<file path="src/rtl/acceso_pkg.sv">
// Shared definitions for the parking access controllers.
// Contents:
//   - one-hot state codes for the gate scheduler (4 bits)
//   - default open-wait and closing durations, in clock cycles
//   - max_int helper used to size timers at elaboration time
package acceso_pkg;

    localparam logic [3:0] EST_REPOSO         = 4'b0001;
    localparam logic [3:0] EST_ABRIR_ENTRADA  = 4'b0010;
    localparam logic [3:0] EST_ABRIR_SALIDA   = 4'b0100;
    localparam logic [3:0] EST_CERRANDO       = 4'b1000;

    typedef enum logic [3:0] {
        REPOSO        = EST_REPOSO,
        ABRIR_ENTRADA = EST_ABRIR_ENTRADA,
        ABRIR_SALIDA  = EST_ABRIR_SALIDA,
        CERRANDO      = EST_CERRANDO
    } estado_t;

    localparam int T_APERTURA_DEF = 100;
    localparam int T_CIERRE_DEF   = 10;

    function automatic int max_int(input int a, input int b);
        return (a > b) ? a : b;
    endfunction

endpackage

</file>
<file path="src/rtl/temporizador.sv">
// Loadable up-counter with terminal-count flag.
// Ports:
//   clock, reset      rising-edge clock, synchronous active-high reset
//   cargar            load valor_carga into the counter this cycle
//   valor_carga       value loaded when cargar is high
//   limite            terminal count; the counter stops when it gets there
//   fin               high while the count equals limite
module temporizador #(
    parameter int ANCHO = 7
) (
    input  logic             clock,
    input  logic             reset,
    input  logic             cargar,
    input  logic [ANCHO-1:0] valor_carga,
    input  logic [ANCHO-1:0] limite,
    output logic             fin
);

    logic [ANCHO-1:0] cuenta_q, cuenta_d;

    // Saturating at limite keeps the counter from wrapping while the
    // owner sits idle without reloading it.
    always_comb begin
        cuenta_d = cuenta_q;
        if (cargar) begin
            cuenta_d = valor_carga;
        end else if (cuenta_q != limite) begin
            cuenta_d = cuenta_q + ANCHO'(1);
        end
    end

    always_ff @(posedge clock) begin
        if (reset) begin
            cuenta_q <= '0;
        end else begin
            cuenta_q <= cuenta_d;
        end
    end

    assign fin = (cuenta_q == limite);

endmodule

</file>
<file path="src/rtl/control_compuerta.sv">
// Shared-barrier scheduler for a single-lane parking gate.
// Arbitrates entry/exit requests round-robin, sequences the barrier through
// open, vehicle-pass and close phases, and keeps the occupancy count.
//
// state         | meaning
// REPOSO        | gate closed, waiting for an eligible request
// ABRIR_ENTRADA | gate open for an entering vehicle, waiting for a pass
// ABRIR_SALIDA  | gate open for an exiting vehicle, waiting for a pass
// CERRANDO      | gate closing, requests and sensor ignored
//
// Ports:
//   clock, reset      rising-edge clock, synchronous active-high reset
//   sol_entrada       entry request (level, held until granted)
//   sol_salida        exit request (level, held until granted)
//   sensor_paso       vehicle-past-barrier sensor (level)
//   conc_entrada      entry grant, one-cycle pulse
//   conc_salida       exit grant, one-cycle pulse
//   senal_compuerta   barrier open command
//   ocupacion         current vehicle count
//   lleno             ocupacion == CAPACIDAD
//   alarma_tiempo     one-cycle pulse when the open phase times out
module control_compuerta
    import acceso_pkg::*;
#(
    parameter int CAPACIDAD       = 8,
    parameter int ANCHO_OCUPACION = 4,
    parameter int T_APERTURA      = T_APERTURA_DEF,
    parameter int T_CIERRE        = T_CIERRE_DEF
) (
    input  logic                       clock,
    input  logic                       reset,
    input  logic                       sol_entrada,
    input  logic                       sol_salida,
    input  logic                       sensor_paso,
    output logic                       conc_entrada,
    output logic                       conc_salida,
    output logic                       senal_compuerta,
    output logic [ANCHO_OCUPACION-1:0] ocupacion,
    output logic                       lleno,
    output logic                       alarma_tiempo
);

    localparam int ANCHO_T = $clog2(max_int(T_APERTURA, T_CIERRE) + 1);

    estado_t                     estado_q, estado_d;
    logic                        ult_entrada_q, ult_entrada_d;
    logic                        sensor_prev_q;
    logic [ANCHO_OCUPACION-1:0]  ocupacion_q, ocupacion_d;
    logic                        lleno_q, lleno_d;
    logic                        conc_entrada_q, conc_entrada_d;
    logic                        conc_salida_q, conc_salida_d;
    logic                        senal_q, senal_d;
    logic                        alarma_q, alarma_d;

    logic                        pase;
    logic                        eleg_entrada, eleg_salida;
    logic                        t_cargar, t_fin;
    logic [ANCHO_T-1:0]          t_limite;

    assign pase         = sensor_paso && !sensor_prev_q;
    assign eleg_entrada = sol_entrada && !lleno_q;
    assign eleg_salida  = sol_salida && (ocupacion_q != '0);

    // The timer restarts from zero on every state change; fin marks the last
    // cycle of the current phase so the transition lands exactly on time.
    assign t_cargar = (estado_d != estado_q);

    always_comb begin
        t_limite = '0;
        case (estado_q)
            ABRIR_ENTRADA, ABRIR_SALIDA: t_limite = ANCHO_T'(T_APERTURA - 1);
            CERRANDO:                    t_limite = ANCHO_T'(T_CIERRE - 1);
            default:                     t_limite = '0;
        endcase
    end

    temporizador #(
        .ANCHO (ANCHO_T)
    ) u_temporizador (
        .clock       (clock),
        .reset       (reset),
        .cargar      (t_cargar),
        .valor_carga ('0),
        .limite      (t_limite),
        .fin         (t_fin)
    );

    always_comb begin
        estado_d       = estado_q;
        ult_entrada_d  = ult_entrada_q;
        ocupacion_d    = ocupacion_q;
        conc_entrada_d = 1'b0;
        conc_salida_d  = 1'b0;
        alarma_d       = 1'b0;

        unique case (estado_q)
            REPOSO: begin
                // With both eligible, serve whichever side was not served last.
                if (eleg_salida && (!eleg_entrada || ult_entrada_q)) begin
                    estado_d      = ABRIR_SALIDA;
                    conc_salida_d = 1'b1;
                    ult_entrada_d = 1'b0;
                end else if (eleg_entrada) begin
                    estado_d       = ABRIR_ENTRADA;
                    conc_entrada_d = 1'b1;
                    ult_entrada_d  = 1'b1;
                end
            end
            ABRIR_ENTRADA, ABRIR_SALIDA: begin
                // A pass in the timeout cycle wins over the alarm.
                if (pase) begin
                    estado_d = CERRANDO;
                    if (estado_q == ABRIR_ENTRADA) begin
                        ocupacion_d = ocupacion_q + ANCHO_OCUPACION'(1);
                    end else begin
                        ocupacion_d = ocupacion_q - ANCHO_OCUPACION'(1);
                    end
                end else if (t_fin) begin
                    estado_d = CERRANDO;
                    alarma_d = 1'b1;
                end
            end
            CERRANDO: begin
                if (t_fin) begin
                    estado_d = REPOSO;
                end
            end
            default: begin
                estado_d = REPOSO;
            end
        endcase

        senal_d = (estado_d == ABRIR_ENTRADA) || (estado_d == ABRIR_SALIDA);
        lleno_d = (ocupacion_d == ANCHO_OCUPACION'(CAPACIDAD));
    end

    always_ff @(posedge clock) begin
        if (reset) begin
            estado_q       <= REPOSO;
            ult_entrada_q  <= 1'b1;
            sensor_prev_q  <= 1'b1;
            ocupacion_q    <= '0;
            lleno_q        <= 1'b0;
            conc_entrada_q <= 1'b0;
            conc_salida_q  <= 1'b0;
            senal_q        <= 1'b0;
            alarma_q       <= 1'b0;
        end else begin
            estado_q       <= estado_d;
            ult_entrada_q  <= ult_entrada_d;
            sensor_prev_q  <= sensor_paso;
            ocupacion_q    <= ocupacion_d;
            lleno_q        <= lleno_d;
            conc_entrada_q <= conc_entrada_d;
            conc_salida_q  <= conc_salida_d;
            senal_q        <= senal_d;
            alarma_q       <= alarma_d;
        end
    end

    assign conc_entrada    = conc_entrada_q;
    assign conc_salida     = conc_salida_q;
    assign senal_compuerta = senal_q;
    assign ocupacion       = ocupacion_q;
    assign lleno           = lleno_q;
    assign alarma_tiempo   = alarma_q;

endmodule
</file>
<file path="config.mk">
export PLATFORM = sky130hd
export DESIGN_NAME = control_compuerta
export DESIGN_NICKNAME = d
export VERILOG_FILES = /design/src/rtl/acceso_pkg.sv /design/src/rtl/temporizador.sv /design/src/rtl/control_compuerta.sv
export SDC_FILE = /design/constraint.sdc
export NUM_CORES = 1
export LEC_CHECK = 0
export ABC_AREA = 0
export CORE_ASPECT_RATIO = 1.4
export CORE_MARGIN = 1
export CORE_UTILIZATION = 55
export CTS_BUF_LIST = sky130_fd_sc_hd__clkbuf_4 sky130_fd_sc_hd__clkbuf_8
export CTS_CLUSTER_DIAMETER = 80
export DETAILED_ROUTE_END_ITERATION = 10
export PLACE_DENSITY = 0.8
export SLEW_MARGIN = 20
export SYNTH_ARGS = -nofsm -noshare
export SYNTH_HDL_FRONTEND = slang
export SYNTH_SLANG_ARGS = --single-unit
</file>
<file path="constraint.sdc">
create_clock -name clock -period 2.3 [get_ports clock]
set_input_delay 0.23 -clock clock [delete_from_list [all_inputs] [get_ports clock]]
set_output_delay 0.23 -clock clock [all_outputs]
set_load 0.01 [all_outputs]
</file>
==> impl_metrics.csv <==
group,metric,value,unit
clock_network,cts_tree,"yes",
worst_setup_path,path_class,"flip-flop to flip-flop",
routing,routed_via_density,6.21,
power_and_ir_drop,switchingPower,0.199,mW
global_route,grt_pass1_vias,1092,
place,hpwl,2230,µm
place,io_buffers,13,
floorplan,placementRows,20,
synthesis,yosysSeqAreaShare,0.332,
synthesis,synth_cell_types,55,
worst_setup_path,start_kind,"flip-flop",
synthesis,netlist_area,0.00133,mm²
floorplan,io_pins,14,
global_route,antenna_found_initial,0,
routing,ant_nets,0,
outcome,violations,"design-rule violations",
sta,worst_clock_skew,0.00342,ns
clock_network,cts_buffers,3,
final_layout,finalNonFillerCells,179,
clock_network,clockBufferDepth,2,
clock_network,cts_setup_buffers,0,
sta,maxSlewViolCount,0,
global_route,grt.overflow.total,0,
power_and_ir_drop,comb_power_share,0.157,
sta,setup-violations-final,0,
synthesis,synth_top_cells_by_area,"dfxtp_1 33%, xnor2_1 5.3%, nor2_1 4.2%",
synthesis,synth_edf_count,0,
sta,relSlewSlack,0.635,
power_and_ir_drop,ir_drop,0.000297,V
routing,drc_errors,4,
floorplan,core_area,0.00223,mm²
synthesis,synth_common_cells,"22 x dfxtp_1, 15 x nor2_1, 11 x a21oi_1",
clock_network,cts-root-buf,"clkbuf_4",
worst_setup_path,end_kind,"flip-flop",
floorplan,initial_core_util,0.596,
sta,rsz0062_at_grt,"no",
routing,routed_wirelength,2860,µm
sta,tns,0,ns
routing,drt_iter0_markers,36,
floorplan,die_y,60.1,µm
worst_setup_path,worst_ep_arrival_time,2.35,ns
final_layout,area_growth,14.1,%
final_layout,antenna_cells,0,
routing,drtPass1Iterations,7,
final_layout,nets,167,
worst_hold_path,holdPathStages,2,
synthesis,synth_nets,150,
clock_network,cts_max_level,1,
sta,tightest_slew,0.540,ns
flow_run,drv_cap,0,
routing,routedWlPerCell,15.9,µm
global_route,grt_pass1_wl,4830,µm
power_and_ir_drop,pwr_density_cell,487,mW/mm²
worst_setup_path,rr_worst_depth,8,
synthesis,yosysMostFrequentCell,"dfxtp_1",
power_and_ir_drop,p_total,0.736,mW
synthesis,ys_async_sr_fraction,0,
global_route,grt_max_degree,13,
final_layout,drive_above_1_share,0.172,
synthesis,yosys.area.top_type_share,0.332,
floorplan,fp.dieArea,0.00261,mm²
sta,finalHoldViolCount,0,
clock_network,ctsHoldBuffers,0,
sta,fmax,0.473,GHz
clock_network,cts_sinks,22,
power_and_ir_drop,swShare,0.270,
power_and_ir_drop,power_frac_seq,0.540,
clock_network,clk_pin_slew,0.13,ns
routing,num_vias,1111,
power_and_ir_drop,p_leak,0.560,nW
worst_setup_path,critPathMaxFanout,3,
sta,fin_crit,2.11,ns
power_and_ir_drop,clkPwrFrac,0.303,
worst_setup_path,crit_required,2.54,ns
global_route,grt_usage,0.249,
synthesis,synth_cells,141,
power_and_ir_drop,internal_power,0.538,mW
synthesis,synth_area_per_cell,9.41,µm²
sta,hold_ws,0.540,ns
worst_hold_path,hp-class,"input port to flip-flop",
place,placedCellCount,175,
sta,period_share,0.919,
synthesis,ys_warn_count,0,
synthesis,synth_area_leader_cell,"dfxtp_1",
synthesis,yosys_most_used_dff,"dfxtp_1",
outcome,outcome,"finished with violations",
floorplan,die_x,43.5,µm
synthesis,ys_ff_latch,22,
place,gp_congestion,0.894,
final_layout,nFillCells,182,
clock_network,insertion_delay,0.31,ns
routing by layer:
metal / vias to the layer above / wire, µm / GRT usage
met2: 39 / 1530 / 0.468
met4: 0 / 95 / 0.129
li1: 538 / - / -
met5: - / 0 / 0
met3: 13 / 103 / 0.0363
met1: 521 / 1120 / 0.264
cells in the final DEF, fill, tap and decap left out, types with 3 or more instances in the layout:
master / n
buf_4: 5
nor3_1: 3
inv_1: 4
a21oi_1: 11
clkbuf_4: 3
nor2_1: 15
o21bai_1: 3
clkdlybuf4s50_1: 13
ha_1: 3
xnor2_1: 8
nor2b_1: 4
nand2_1: 9
dfxtp_1: 21
nand3_1: 6
a21o_1: 3
per-stage QoR:
| stage | setup WS, ns | util | area, µm² |
|---|---|---|---|
| finish | 0.187 | 0.679 | 1510 |
| detailed placement | 0.125 | 0.662 | 1480 |
| global placement | 0.217 | 0.662 | 1480 |
| floorplan | 0.269 | - | 1330 |
| global route | 0.0883 | 0.679 | 1510 |
| CTS | 0.0878 | 0.679 | 1510 |
sequential cells by signal, indices dropped and copies added, names as in the netlist:
register / cells
alarma_tiempo: 1
conc_entrada: 1
conc_salida: 1
estado_q: 4
lleno: 1
ocupacion: 4
senal_compuerta: 1
sensor_prev_q: 1
u_temporizador.cuenta_q: 7
ult_entrada_q: 1
worst max-delay path, stage by stage, from the launching register on:
cell	delay (ns)
dfxtp_1	0.34
nor3_2	0.25
nand2_1	0.15
ha_1	0.30
a21o_1	0.18
a21oi_1	0.18
xnor2_1	0.10
or3_1	0.33
a211oi_1	0.22
logic make-up (layout without fill, tap and decap cells):
group / after synthesis / after routing / synth area share
and+or+nand+nor: 53 / 53 / 0.238
AOI/OAI and AO/OA: 37 / 37 / 0.223
DFF: 22 / 22 / 0.332
xor gates and xnor gates: 12 / 12 / 0.0991
buffers and inverters: 11 / 27 / 0.0490
adders and majority gates: 4 / 4 / 0.0434
muxes: 2 / 2 / 0.0160
power groups by stage:
stage	clock network (mW)	logic (mW)	registers, mW
final	0.223	0.116	0.397
after global routing	0.246	0.127	0.399
after CTS	0.227	0.115	0.397
after detailed placement	0	0.115	0.406
after global placement	0	0.111	0.405
after floorplan	0	0.0847	0.402
what timing repair did:
action	4_1_cts	5_1_grt
endpoints found under the hold margin	0	0
gates resized for setup	0	1
endpoints found under the setup margin	0	1
path summary, 6_finish.rpt:
kind	from	to	slack, ns
worst max-delay path	estado_q[0]	lleno	0.19
worst min-delay path	sensor_paso	sensor_prev_q	0.54
worst max register to register	estado_q[0]	lleno	0.19
worst min register to register	ult_entrada_q	ult_entrada_q	0.55
cell type report:
type,count,area [µm²],area share
Inverter,5,18.8,0.0124
Multi-Input combinational cell,108,821,0.543
Tap cell,22,27.5,0.0182
Clock buffer,4,36.3,0.0240
Sequential cell,22,442,0.292
Timing Repair Buffer,18,168,0.111
(Power assumes the default switching activity.)
